File: src/rtl/shift_add_multiplier_if.sv
// Start/Done handshake bundle between the shift-add multiplier and its requester.
// The requester drives the operands; the multiplier returns status and the product.
interface shift_add_multiplier_if #(
  parameter int WIDTH = 32
);
  logic               start;
  logic [WIDTH-1:0]   mult_a;
  logic [WIDTH-1:0]   mult_b;
  logic               busy;
  logic               done;
  logic [2*WIDTH-1:0] product;

  modport master (
    output start, mult_a, mult_b,
    input  busy, done, product
  );

  modport slave (
    input  start, mult_a, mult_b,
    output busy, done, product
  );
endinterface

File: src/rtl/shift_add_multiplier.sv
// Sequential unsigned shift-add multiplier: one partial product per RUN cycle,
// WIDTH RUN cycles then a one-cycle DONE pulse carrying the registered product.
module shift_add_multiplier #(
  parameter int WIDTH = 32,
  parameter int CNT_W = 6
) (
  input  logic                 clk,
  input  logic                 rst_n,
  shift_add_multiplier_if.slave bus
);

  typedef enum logic [1:0] {IDLE, RUN, DONE} state_t;

  state_t               state_q;
  logic [2*WIDTH-1:0]   mcand_q;
  logic [WIDTH-1:0]     mplier_q;
  logic [2*WIDTH-1:0]   acc_q;
  logic [2*WIDTH-1:0]   product_q;
  logic [CNT_W-1:0]     cnt_q;
  logic [2*WIDTH-1:0]   acc_next;

  always_comb begin
    acc_next = acc_q;
    if (mplier_q[0]) acc_next = acc_q + mcand_q;
  end

  // DONE accepts a new request just like IDLE, which gives back-to-back operation.
  always_ff @(posedge clk or negedge rst_n) begin
    if (!rst_n) begin
      state_q   <= IDLE;
      mcand_q   <= '0;
      mplier_q  <= '0;
      acc_q     <= '0;
      product_q <= '0;
      cnt_q     <= '0;
    end else begin
      case (state_q)
        IDLE, DONE: begin
          if (bus.start) begin
            mcand_q  <= {{WIDTH{1'b0}}, bus.mult_a};
            mplier_q <= bus.mult_b;
            acc_q    <= '0;
            cnt_q    <= '0;
            state_q  <= RUN;
          end else begin
            state_q  <= IDLE;
          end
        end
        RUN: begin
          acc_q    <= acc_next;
          mcand_q  <= mcand_q << 1;
          mplier_q <= mplier_q >> 1;
          cnt_q    <= cnt_q + CNT_W'(1);
          if (cnt_q == CNT_W'(WIDTH - 1)) begin
            product_q <= acc_next;
            state_q   <= DONE;
          end
        end
        default: state_q <= IDLE;
      endcase
    end
  end

  assign bus.busy    = (state_q == RUN);
  assign bus.done    = (state_q == DONE);
  assign bus.product = product_q;

endmodule

File: src/flat_wrapper.sv
// flat-port wrapper written by rule: the top's interface ports become plain ports
module shift_add_multiplier_flat 
#(
  parameter int WIDTH = 32,
  parameter int CNT_W = 6
)
  (clk, rst_n, bus_start, bus_mult_a, bus_mult_b, bus_busy, bus_done, bus_product);
  shift_add_multiplier_if #(.WIDTH(WIDTH)) bus_i ();
  input  logic clk;
  input  logic rst_n;
  input wire logic [$bits(bus_i.start)-1:0] bus_start;
  input wire logic [$bits(bus_i.mult_a)-1:0] bus_mult_a;
  input wire logic [$bits(bus_i.mult_b)-1:0] bus_mult_b;
  output wire logic [$bits(bus_i.busy)-1:0] bus_busy;
  output wire logic [$bits(bus_i.done)-1:0] bus_done;
  output wire logic [$bits(bus_i.product)-1:0] bus_product;
  assign bus_i.start = bus_start;
  assign bus_i.mult_a = bus_mult_a;
  assign bus_i.mult_b = bus_mult_b;
  assign bus_busy = bus_i.busy;
  assign bus_done = bus_i.done;
  assign bus_product = bus_i.product;
  shift_add_multiplier #(.WIDTH(WIDTH), .CNT_W(CNT_W)) u_core (.clk(clk), .rst_n(rst_n), .bus(bus_i));
endmodule
File: config.mk
export PLATFORM = sky130hd
export DESIGN_NAME = shift_add_multiplier_flat
export DESIGN_NICKNAME = d
export VERILOG_FILES = /design/src/rtl/shift_add_multiplier_if.sv /design/src/rtl/shift_add_multiplier.sv /design/src/flat_wrapper.sv
export SDC_FILE = /design/constraint.sdc
export NUM_CORES = 1
export LEC_CHECK = 0
export CORE_MARGIN = 3
export CORE_UTILIZATION = 36
export DETAILED_ROUTE_END_ITERATION = 12
export PLACE_DENSITY_LB_ADDON = 0.05
export SYNTH_ARGS = -nofsm -noshare
export SYNTH_HDL_FRONTEND = slang
export SYNTH_SLANG_ARGS = --single-unit
File: constraint.sdc
create_clock -name clk -period 3.5 [get_ports clk]
set_clock_uncertainty 0.05 [all_clocks]
set_input_delay 0.35 -clock clk [delete_from_list [all_inputs] [get_ports clk]]
set_output_delay 0.35 -clock clk [all_outputs]
set_load 0.1 [all_outputs]
# Word-level counts from Yosys, hierarchy flattened
# Cells that the tools add are included.
# classes
muxes	12
n_reduce_logical	5
eq_ne	5
addsub	2
# op_table
cell	n
case mux 64 bit (2 select lines)	2
two-way mux 64 bit	3
adder 64 bit	1
case mux 32 bit (2 select lines)	1
two-way mux 32 bit	1
case mux 6 bit (2 select lines)	1
adder 6 x 1 -> 6 bit, second input constant	1
equality test 6 x 5 -> 1 bit, second input constant	1
two-way mux 6 bit	1
case mux 2 bit (2 select lines)	1
AND reduction 2 bit	2
equality test 2 x 1 -> 1 bit, second input constant	1
equality test 2 bit, second input constant	1
logical NOT 2 bit	1
two-way mux 2 bit	1
!= test 2 x 1 -> 1 bit, second input constant	1
!= test 2 bit, second input constant	1
nonzero test 2 bit	1
OR reduction 2 bit	1
two-way mux 1 bit	1
# totals
in_bits	67
output_inout_bits	66
ff_bits	232
elab_cells	30

# Logic depth before layout (Yosys ltp)
# Gate-level depths: netlist of run 1.
# logic_depth
word_depth	4
depth_mapped	13
depth_no_buf	13

# Least setup slack after synthesis of run 1
# No wires, ideal clock.
# synth_timing
path_type	register to register
start	register u_core.acc_q[0]
end	register u_core.product_q[60], in the netlist u_core.bus.product[60]
path_buffers	0
arrival_ps	2963
required_ps	3328
setup_time_ps	122
period_less_slack_ps	3135
path_stages_with_launch	14
setup_slack_ps	365
path_cell_list	dfrtp_1 > ha_1 > inv_1 > fa_1 > nor2b_1 > o211ai_1 > a211oi_2 > o21bai_1 > a41oi_2 > a31oi_1 > o311ai_2 > mux2_2 > nor3_1 > nor2_1
# synth_via
elab_chain_cells	2
# synth_rtl
element	line	rtl
start: declaration	shift_add_multiplier.sv:17	logic [2*WIDTH-1:0] acc_q;
start signal: assignment	shift_add_multiplier.sv:50	acc_q <= acc_next;
adder 64 bit	shift_add_multiplier.sv:24	if (mplier_q[0]) acc_next = acc_q + mcand_q;
two-way mux 64 bit	shift_add_multiplier.sv:24	
end signal: assignment	shift_add_multiplier.sv:55	product_q <= acc_next;
end: declaration	shift_add_multiplier.sv:18	logic [2*WIDTH-1:0] product_q;
# No other way between the ends.
# A chain may end at the register's enable or synchronous reset.

# Worst setup path after layout of run 1
# layout_timing
start	register u_core.acc_q[0]
end	register u_core.product_q[56], in the netlist u_core.bus.product[56]
# The elaborated chain is that of the path after synthesis.

==> results of run 1 <==
-- kinds of logic after synthesis --
kind of cell | after synthesis | share of synthesized area
buffers and inverters | 122 | 0.0347
AOI/OAI and AO/OA | 480 | 0.244
xor gates and xnor gates | 59 | 0.0385
DFF | 232 | 0.432
and+or+nand+nor | 476 | 0.159
muxes | 41 | 0.0307
adders and majority gates | 65 | 0.0611
-- power breakdown --
| group | internal [mW] | switching [mW] |
|---|---|---|
| combinational | 3.34 | 6.39 |
| clock | 1.95 | 1.16 |
| sequential | 3.73 | 0.862 |
-- final cells by class --
type / instances / area (um2) / share of cell area
multi-input cells: 1121 / 7270 / 0.443
inverters: 20 / 77.6 / 0.00473
repair buffers: 169 / 1650 / 0.101
clock buffers: 43 / 847 / 0.0517
clock inverters: 8 / 155 / 0.00946
flip-flops and latches: 232 / 5810 / 0.354
well taps: 468 / 586 / 0.0357
-- path summary, 6_finish.rpt --
check | start | slack [ns] | depth (start not counted) | end
worst max-delay path | u_core.acc_q[0] | 0.22 | 14 | u_core.bus.product[56]
worst min-delay path | rst_n | 0.26 | 2 | u_core.bus.product[37]
worst max register to register | u_core.acc_q[0] | 0.22 | 14 | u_core.bus.product[56]
worst min register to register | u_core.mplier_q[1] | 0.42 | 2 | u_core.mplier_q[1]
max in group asynchronous | rst_n | 2.22 | 3 | u_core.mplier_q[21]
min in group clk | bus_mult_b[30] | 0.35 | 3 | u_core.mplier_q[30]
-- flip-flops by register name (all words and copies together) (netlist names) --
signal / flops
u_core.acc_q: 64
u_core.bus.product: 64
u_core.cnt_q: 6
u_core.mcand_q: 64
u_core.mplier_q: 32
u_core.state_q: 2
-- metal layers --
metal / vias to the layer above / track usage
met5: - / 0
met4: 0 / 0.0390
met3: 38 / 0.0253
met2: 212 / 0.326
met1: 5500 / 0.283
li1: 5548 / -
-- what timing repair did --
| item | in CTS | in global routing |
|---|---|---|
| hold endpoints to repair | 53 | 0 |
| hold buffers | 1 | 0 |
| pin swaps | 2 | 4 |
| resized for setup | 1 | 14 |
| setup buffers | 0 | 4 |
| setup endpoints to repair | 1 | 29 |
-- per-stage QoR --
| step | std cells | TNS [ns] | utilization | hold slack (ns) | worst slack [ns] |
|---|---|---|---|---|---|
| after floorplan | 1475 | 0 | - | 0.00441 | 0.365 |
| after global placement | 2005 | 0 | 0.416 | 0.256 | 0.0970 |
| after detailed placement | 2005 | -0.0164 | 0.416 | 0.263 | -0.0164 |
| after CTS | 2057 | -0.0384 | 0.444 | 0.266 | -0.0304 |
| after global routing | 2061 | 0 | 0.447 | 0.301 | 0.00498 |
| final | 2061 | 0 | 0.447 | 0.259 | 0.217 |
-- cell usage after synthesis, types with 6 or more instances --
cell / number
o21a_1: 15
nor2b_1: 8
buf_1: 9
and3_1: 39
a22o_1: 35
o21ai_1: 6
nand4_1: 21
o211ai_1: 13
mux2i_1: 39
buf_2: 7
ha_1: 64
nor2_1: 55
xor2_1: 28
nor3_1: 19
dfrtp_1: 232
a21o_1: 30
clkbuf_1: 86
inv_1: 20
a31o_2: 24
a21oi_1: 101
nand3_1: 36
nand2_1: 266
nand2b_1: 8
o21ai_0: 117
a211oi_1: 8
xnor2_1: 31
o21bai_1: 15
a22oi_1: 60
==> metrics.md, run 1 <==
| Metric | Value |
|---|---|
| Largest net degree at the start of global routing | `between 100 and 150` |
| Crit path time final | `around 3.3 ns` |
| Met3 routed WL | `~1300 um` |
| Critical Path Slowest Stage Cell | `dfrtp_1` |
| Pwr dens | `1060 mW/mm2` |
| Critical Path AT | `between 3 and 4 ns` |
| Hold Path Class | `in -> async` |
| Clock Latency Late Sink | `0.55 ns` |
| EDFF count, synth | `0` |
| Cells along the critical path | `ha_4 > inv_1 > fa_2 > nor2b_2 > o211ai_1 > a211oi_2 > buf_4 > o21ai_2 > and2_4 > o311a_4 > o31a_1 > o21ai_2 > mux2i_1 > nand2_1` |
| Max-Cap Viols | `0` |
| Htree depth | `1` |
| DR vias | `between 10k and 15k` |
| Fill cells | `between 3k and 4k` |
| IO buf count | `between 100 and 150` |
| Synth warnings | `0` |
| Share of cells above drive strength 1 | `0.0954` |
| Initial Util | `0.366` |
| Vias in the first global route | `around 11k` |
| Sum of buffers and inverters on the critical path | `2` |
| Clock Pin Slew Worst Setup and Hold Paths | `0.06 ns` |
| Seq/Total Area, Yosys | `0.432` |
| Gate Count Post-Synth | `around 1.5k` |
| Top Metal Used | `met4` |
| Most area-consuming cells after synthesis | `dfrtp_1 43%, nand2_1 7.4%, ha_1 6.0%, o21ai_0 4.4%, a21oi_1 3.8%` |
| Vias per cell | `between 5 and 6` |
| Post-synthesis cell area | `around 0.013 mm2` |
| Slew @ Worst Pin | `1.02 ns` |
| Nature of the critical path endpoint | `flop` |
| Final HPWL DP | `27,300 um` |
| First-pass GRT wire length | `63,700 um` |
| Commonest cells after routing, fill and taps aside | `266 x nand2_1, 231 x dfrtp_1, 129 x clkdlybuf4s50_1, 117 x o21ai_0, 100 x a21oi_1` |
| Die width | `199 um` |
| Top cell type's share of synthesized area | `0.432` |
| Clock root cell | `clkbuf_16` |
| Core area | `about 0.037 mm2` |
| Status | `complete, no violations` |
| Rows | `70` |
| Biggest area consumer among synthesized cells | `dfrtp_1` |
| Syn Nets | `roughly 1.6k` |
| Routed wire length | `roughly 40,000 um` |
| # diodes | `0` |
| Total CTS buffers | `28` |
| WL met2 | `about 18,000 um` |
| Total power draw | `between 15 and 20 mW` |
| VDD IR max | `about 0.47 mV` |
| Metal-1 WL | `19,100 um` |
| Slew Limit Fails | `0` |
| Final setup viols | `0` |
| Sink Count | `roughly 230` |
| Final worst path period share | `0.938` |
| Final hold violations | `0` |
| Antenna-violating nets left | `0` |
| Synth Register Bits | `approximately 230` |
| CP max stage delay | `~0.40 ns` |
| Placed Area | `0.0153 mm2` |
| Fmax | `approximately 300 MHz` |
| CP max FO | `4` |
| Die height | `between 150 and 200 um` |
| Synth-to-Final Area Change | `22.0%` |
| CTS tree | `built` |
| Final net count | `between 1.5k and 2k` |
| WL/cell | `19.2 um` |
| Ys flop type | `dfrtp_1` |
| Nature of the critical path startpoint | `flop` |
| Critical Path RT | `approximately 3.9 ns` |
| Drt drc | `0` |
| RSZ-0062 raised after global routing | `no` |
| Most common cell after layout, fill and taps aside | `nand2_1` |
| Total gr overflow | `0` |
| Boundary Pins | `133` |
| Synth Area per Inst | `9.11 um2` |
| Worst slew margin | `0.317` |
| Crit path kind | `reg -> reg` |
| TritonRoute pass-1 iters | `5` |
| GP Congestion | `about 0.88` |
| Leakage | `roughly 7.4 nW` |
| Die Footprint | `0.0397 mm2` |
| Antenna violations before repair | `0` |
| Synth async-reset ratio | `1.00` |
| Count of unique library cells instantiated by Yosys | `between 70 and 80` |
| Most used cell, CP | `o21ai_2` |
| Cell family with the largest share of critical-path delay | `compound AO/OA/AOI/OAI gates` |
| CTS Buffer Depth | `3` |
| Fin area | `about 0.016 mm2` |
| Total global-route track usage | `0.198` |
| First DRT Iteration DRCs | `601` |
(Power assumes the default switching activity.)
==> run 2, diff against run 1 <==
- CORE_UTILIZATION: 36 -> 58
- HOLD_SLACK_MARGIN: unset -> 0.1
- SLEW_MARGIN: unset -> 0
==> run 2 against run 1 <==
  * Worst setup slack lost 0.15 ns
  * First-iteration DRC count rose by 39%
  * Via count increased by 2.0%
  * Combinational power decreased by 2.4%
  * Count of clock-buffer cells in the layout fell by 14
  * Critical path type unchanged
  * Largest cell class unchanged
  * Largest power group unchanged
==> metrics.md, run 2 (synthesis gave the netlist of run 1 again) <==
| Metric | Value |
|---|---|
| Initial Util | `0.592` |
| Max-Cap Viols | `0` |
| Antenna violations before repair | `0` |
| CTS Buffer Depth | `3` |
| Fin Hold WS | `~0.37 ns` |
| Fmax | `292 MHz` |
| TritonRoute pass-1 iters | `5` |
| Die Footprint | `approximately 0.025 mm2` |
| Cells along the critical path | `ha_2 > inv_1 > fa_2 > nor2b_2 > o211ai_1 > a211oi_2 > buf_4 > o21ai_2 > and2_4 > o311a_4 > o31a_1 > o21ai_2 > mux2i_1 > nand2_1` |
| Final net count | `roughly 1.7k` |
| R2r setup slk | `0.07 ns` |
| Routed wire length | `between 30,000 and 40,000 um` |
| First-pass GRT wire length | `about 57,000 um` |
| Critical Path Slowest Stage Cell | `dfrtp_1` |
| Boundary Pins | `133` |
| Final hold violations | `0` |
| Die height | `~160 um` |
| Die width | `~160 um` |
| Most common cell after layout, fill and taps aside | `nand2_1` |
| Slew Limit Fails | `0` |
| Hold Path Class | `in -> reg` |
| Clock Pin Slew Worst Setup and Hold Paths | `approximately 0.07 ns` |
| Fin cells | `1,861` |
| VDD IR max | `between 0.6 and 0.7 mV` |
| Drt drc | `0` |
| Final worst path period share | `0.980` |
| GP Congestion | `between 0.9 and 1` |
| Vias in the first global route | `11.4k` |
| DR vias | `between 10k and 15k` |
| Final HPWL DP | `23,600 um` |
| Share of cells above drive strength 1 | `0.0869` |
| Hold Path Depth | `3` |
| Slew @ Worst Pin | `approximately 1.1 ns` |
| Sw Share | `0.492` |
| Comb power frac | `0.566` |
| Clock power share | `0.160` |
| CTS tree | `built` |
| Nature of the critical path startpoint | `flop` |
| Final setup viols | `0` |
| Nature of the critical path endpoint | `flop` |
| Clock root cell | `clkbuf_16` |
| Sw power | `8.26 mW` |
| # diodes | `0` |
| Clock Latency Late Sink | `0.53 ns` |
| RR Startpoint | `u_core.mcand_q[0]` |
| Htree depth | `1` |
| Final Util | `0.699` |
| Status | `complete, no violations` |
| Critical Path RT | `roughly 3.9 ns` |
| Setup TNS | `0 ns` |
| Antenna-violating nets left | `0` |
| RR Endpoint | `u_core.bus.product[56]` |
| Power share of the sequential group | `0.274` |
| Largest net degree at the start of global routing | `140` |
| Critical Path AT | `~3.8 ns` |
| P_int | `between 8 and 9 mW` |
| Worst slew margin | `0.276` |
| Pwr dens | `between 1000 and 1500 mW/mm2` |
| CP max stage delay | `approximately 0.4 ns` |
| Most used cell, CP | `o21ai_2` |
| Total global-route track usage | `0.279` |
| Crit path kind | `reg -> reg` |
| R2r worst-path depth | `14` |
| Crit path time final | `around 3.4 ns` |
| Rows | `between 50 and 60` |
| First DRT Iteration DRCs | `about 830` |
| IO buf count | `between 100 and 150` |
| WL/cell | `between 15 and 20 um` |
| Core area | `0.0227 mm2` |
| Vias per cell | `6.19` |
| Total gr overflow | `0` |
| Sink Count | `roughly 230` |
| Fill cells | `1,842` |
| Synth-to-Final Area Change | `18.0%` |
| CP max FO | `4` |
| Post-Place Cells | `1,812` |
| Hold Path Sink | `u_core.mplier_q[5]` |
| Worst hold start | `bus_mult_b[5]` |
| Leakage | `slightly above 7 nW` |
| Commonest cells after routing, fill and taps aside | `266 x nand2_1, 231 x dfrtp_1, 129 x clkdlybuf4s50_1, 117 x o21ai_0, 99 x a21oi_1` |
| Total CTS buffers | `25` |
==> run 2: cell count changes in the layout (fill, tap and decap cells not counted), sizes merged <==
| cell | previous run | this run |
|---|---|---|
| buf | 39 | 28 |
| bufinv | 4 | 2 |
| clkbuf | 43 | 29 |
| clkinv | 3 | 10 |
| clkinvlp | 0 | 2 |
| inv | 21 | 22 |
==> run 2: worst max-delay path by stage <==
stage | from | to | slack, ns | cells past startpoint
2_1_floorplan | u_core.acc_q[0] | u_core.bus.product[60] | 0.37 | 13
3_5_place_dp | u_core.mcand_q[0] | u_core.bus.product[56] | 0.02 | 13
3_3_place_gp | u_core.mcand_q[0] | u_core.bus.product[60] | 0.13 | 13
4_1_cts | u_core.mcand_q[0] | u_core.bus.product[56] | 0.02 | 14
5_1_grt | u_core.mcand_q[0] | u_core.bus.product[60] | -0.009 | 14
6_report | u_core.mcand_q[0] | u_core.bus.product[56] | 0.07 | 14
==> run 2: critical path: cells and delay by family, from the launching register on <==
family          cells  cell delay [ns]
compound gates      6             1.34
fa+ha+maj           2             0.58
buf+inv             2             0.23
flops               1             0.40
mux                 1             0.28
simple gates        3             0.43
==> run 2: area by class of cell <==
class                           instances  area (um2)  area share
Clock buffer                           29         671      0.0423
Clock inverter                         16         165      0.0104
Inverter                               20        77.6     0.00489
Multi-Input combinational cell       1121        7230       0.456
Sequential cell                       232        5810       0.366
Tap cell                              285         357      0.0225
Timing Repair Buffer                  158        1560      0.0981
==> run 2: routing by layer <==
layer	vias up	routed length, um	share of wire	track usage
met3	66	1620	0.046	0.0312
li1	5528	-	-	-
met2	295	16900	0.48	0.468
met5	-	0	0	0
met1	5635	15800	0.45	0.389
met4	0	876	0.025	0.0762
==> run 2: power groups by stage <==
stage	clock network [mW]	logic [mW]	registers, mW
final	2.68	9.50	4.60
after CTS	2.73	9.44	4.58
after floorplan	0	5.16	6.43
after global placement	0	9.24	4.57
after global routing	2.84	10.3	4.72
after detailed placement	0	9.36	4.62
==> run 2: per-stage QoR <==
step / area, um2 / setup WS (ns) / power [mW]
global placement: 15000 / 0.133 / 13.8
floorplan: 13400 / 0.365 / 11.6
detailed placement: 15000 / 0.0194 / 14.0
finish: 15900 / 0.0713 / 16.8
CTS: 15800 / 0.0237 / 16.8
global route: 15900 / -0.00916 / 17.8
==> run 2: repair_timing <==
item                                    CTS  global route
cloned                                    0             0
pin swaps                                 1             5
buffers inserted                          1             2
hold endpoints to repair                 96             0
hold buffers                              1             0
endpoints found under the setup margin    1            15
resized for setup                         1             8
==> run 3, diff against run 2 <==
- ABC_CLOCK_PERIOD_IN_PS: unset -> 3500
==> results of run 3 <==
No change in the layout: final DEF, timing and power equal those of run 2.
==> RTL change (flow settings as in run 2) <==
`CNT_W` is set to 6 in 2 places; all go to 8.
--- a/src/rtl/shift_add_multiplier.sv
+++ b/src/rtl/shift_add_multiplier.sv
@@ -4,3 +4,3 @@
   parameter int WIDTH = 32,
-  parameter int CNT_W = 6
+  parameter int CNT_W = 8
 ) (
--- a/src/flat_wrapper.sv
+++ b/src/flat_wrapper.sv
@@ -4,3 +4,3 @@
   parameter int WIDTH = 32,
-  parameter int CNT_W = 6
+  parameter int CNT_W = 8
 )
Formal check against the unedited RTL: same outputs for any inputs over 10 cycles, from zero or initial values and one cycle with rst_n low; that may be too few to reach the edited logic, so the function may still have changed.
==> RTL change against run 2 <==
- sequential cell count up 2
- design area is 2.0% higher
- routed wire length increased by 6.2%
- core utilization up 1.2 points
- sequential share of layout area down 0.43 points
- count of clock-buffer cells in the layout is 8 higher
- largest cell class unchanged
- setup slack better by 0.087 ns
- area after synthesis increased by 0.83%
- highest routed layer is now met5
- worst hold slack worse by 0.046 ns
- die area is 0.80% higher
- maximum frequency increased by 2.6%
Power is not compared: it rests on default switching activity, and its combinational part moved more than twofold at a synthesized area within 25%.
==> RTL change: results (changes against run 2) <==
fraction of area in non-clock buffers=0.105 (+0.00688); DR WL/cell=19.1 um (+0.56%); status=completed; GRT met1 Usage=0.412 (+0.0228); CTS Sinks=234 (+0.86%); 1st-iter DRT viols=881 (+5.8%); synthesized-area fraction occupied by adder cells=0.0606 (-0.000502); WL met2=17600 um (+4.1%); post_cts resized=0 (-1); Layout Area Growth over Synthesis=19.4%; Hold Slack=0.320 ns (-0.0457 ns); Tmin final=3.34 ns (-0.0869 ns); Yosys cell types=76 (+1.3%); DP Wirelength=26200 um (+11%); global-route wire length before repair=62300 um (+8.5%); layout clock buffer count=37 (+28%); Total GRT Usage=0.294 (+0.0150); clk tree area frac=0.0538 (+0.00113); total nets after synthesis=1662 (+3.4%); gpl congestion=0.939 (-1.4%); FF-to-FF setup slack=0.16 ns (+0.09 ns); top cells by area, synth=dfrtp_1, nand2_1, ha_1; vias=12100 (+4.8%); met3 usage=0.0444 (+0.0132); Final nets=1767 (+4.6%); Placed Cells=1918 (+5.8%); CTS buffer count=26 (+4.0%); post-synthesis xor/xnor area fraction=0.0394 (+0.000977); final WL=37400 um (+6.2%); CP Max Fanout=8 (+4); met2 usage=0.481 (+0.0136); Setup Buffers After CTS=0 (-1); RR Startpoint=u_core.mcand_q[10]; initial antenna violation count=1 (+1); layout cells sized above 1=0.0751 (-0.0119); multi-input combinational area share=0.451 (-0.00481); met3 routed WL=2360 um (+46%); CP max stage cell=or4b_1; Layout fillers=1815 (-1.5%); #MultiIn Comb=1178 (+5.1%); multi-input logic area=7290 um2 (+0.93%); dpl ws=0.0775 ns (+0.0581 ns); sequential cell area share=0.362 (-0.00428)
==> RTL change: changes by cell type in the layout (fill, tap and decap cells not counted), sizes merged, moves of 7 or more <==
cell    before  now
a31o        24    0
nand3       36   59
o21ai      127  142
nor3        19   12
a21oi      104  118
and3        39   23
nor2        55   64
buf         28   47
nand2      266  305
clkbuf      29   37
o21a        15    1
a21o        30   23
or3          3   11
o211ai      15    7
==> RTL change: how the worst max path moves through the flow <==
stage	start	to	slack, ns
floorplan	u_core.acc_q[27]	u_core.bus.product[50]	0.53
global placement	u_core.mcand_q[18]	u_core.acc_q[63]	0.15
detailed placement	u_core.mcand_q[18]	u_core.acc_q[63]	0.08
CTS	u_core.mcand_q[18]	u_core.acc_q[63]	0.07
global route	u_core.mcand_q[10]	u_core.acc_q[63]	0.008
finish	u_core.mcand_q[10]	u_core.acc_q[63]	0.16
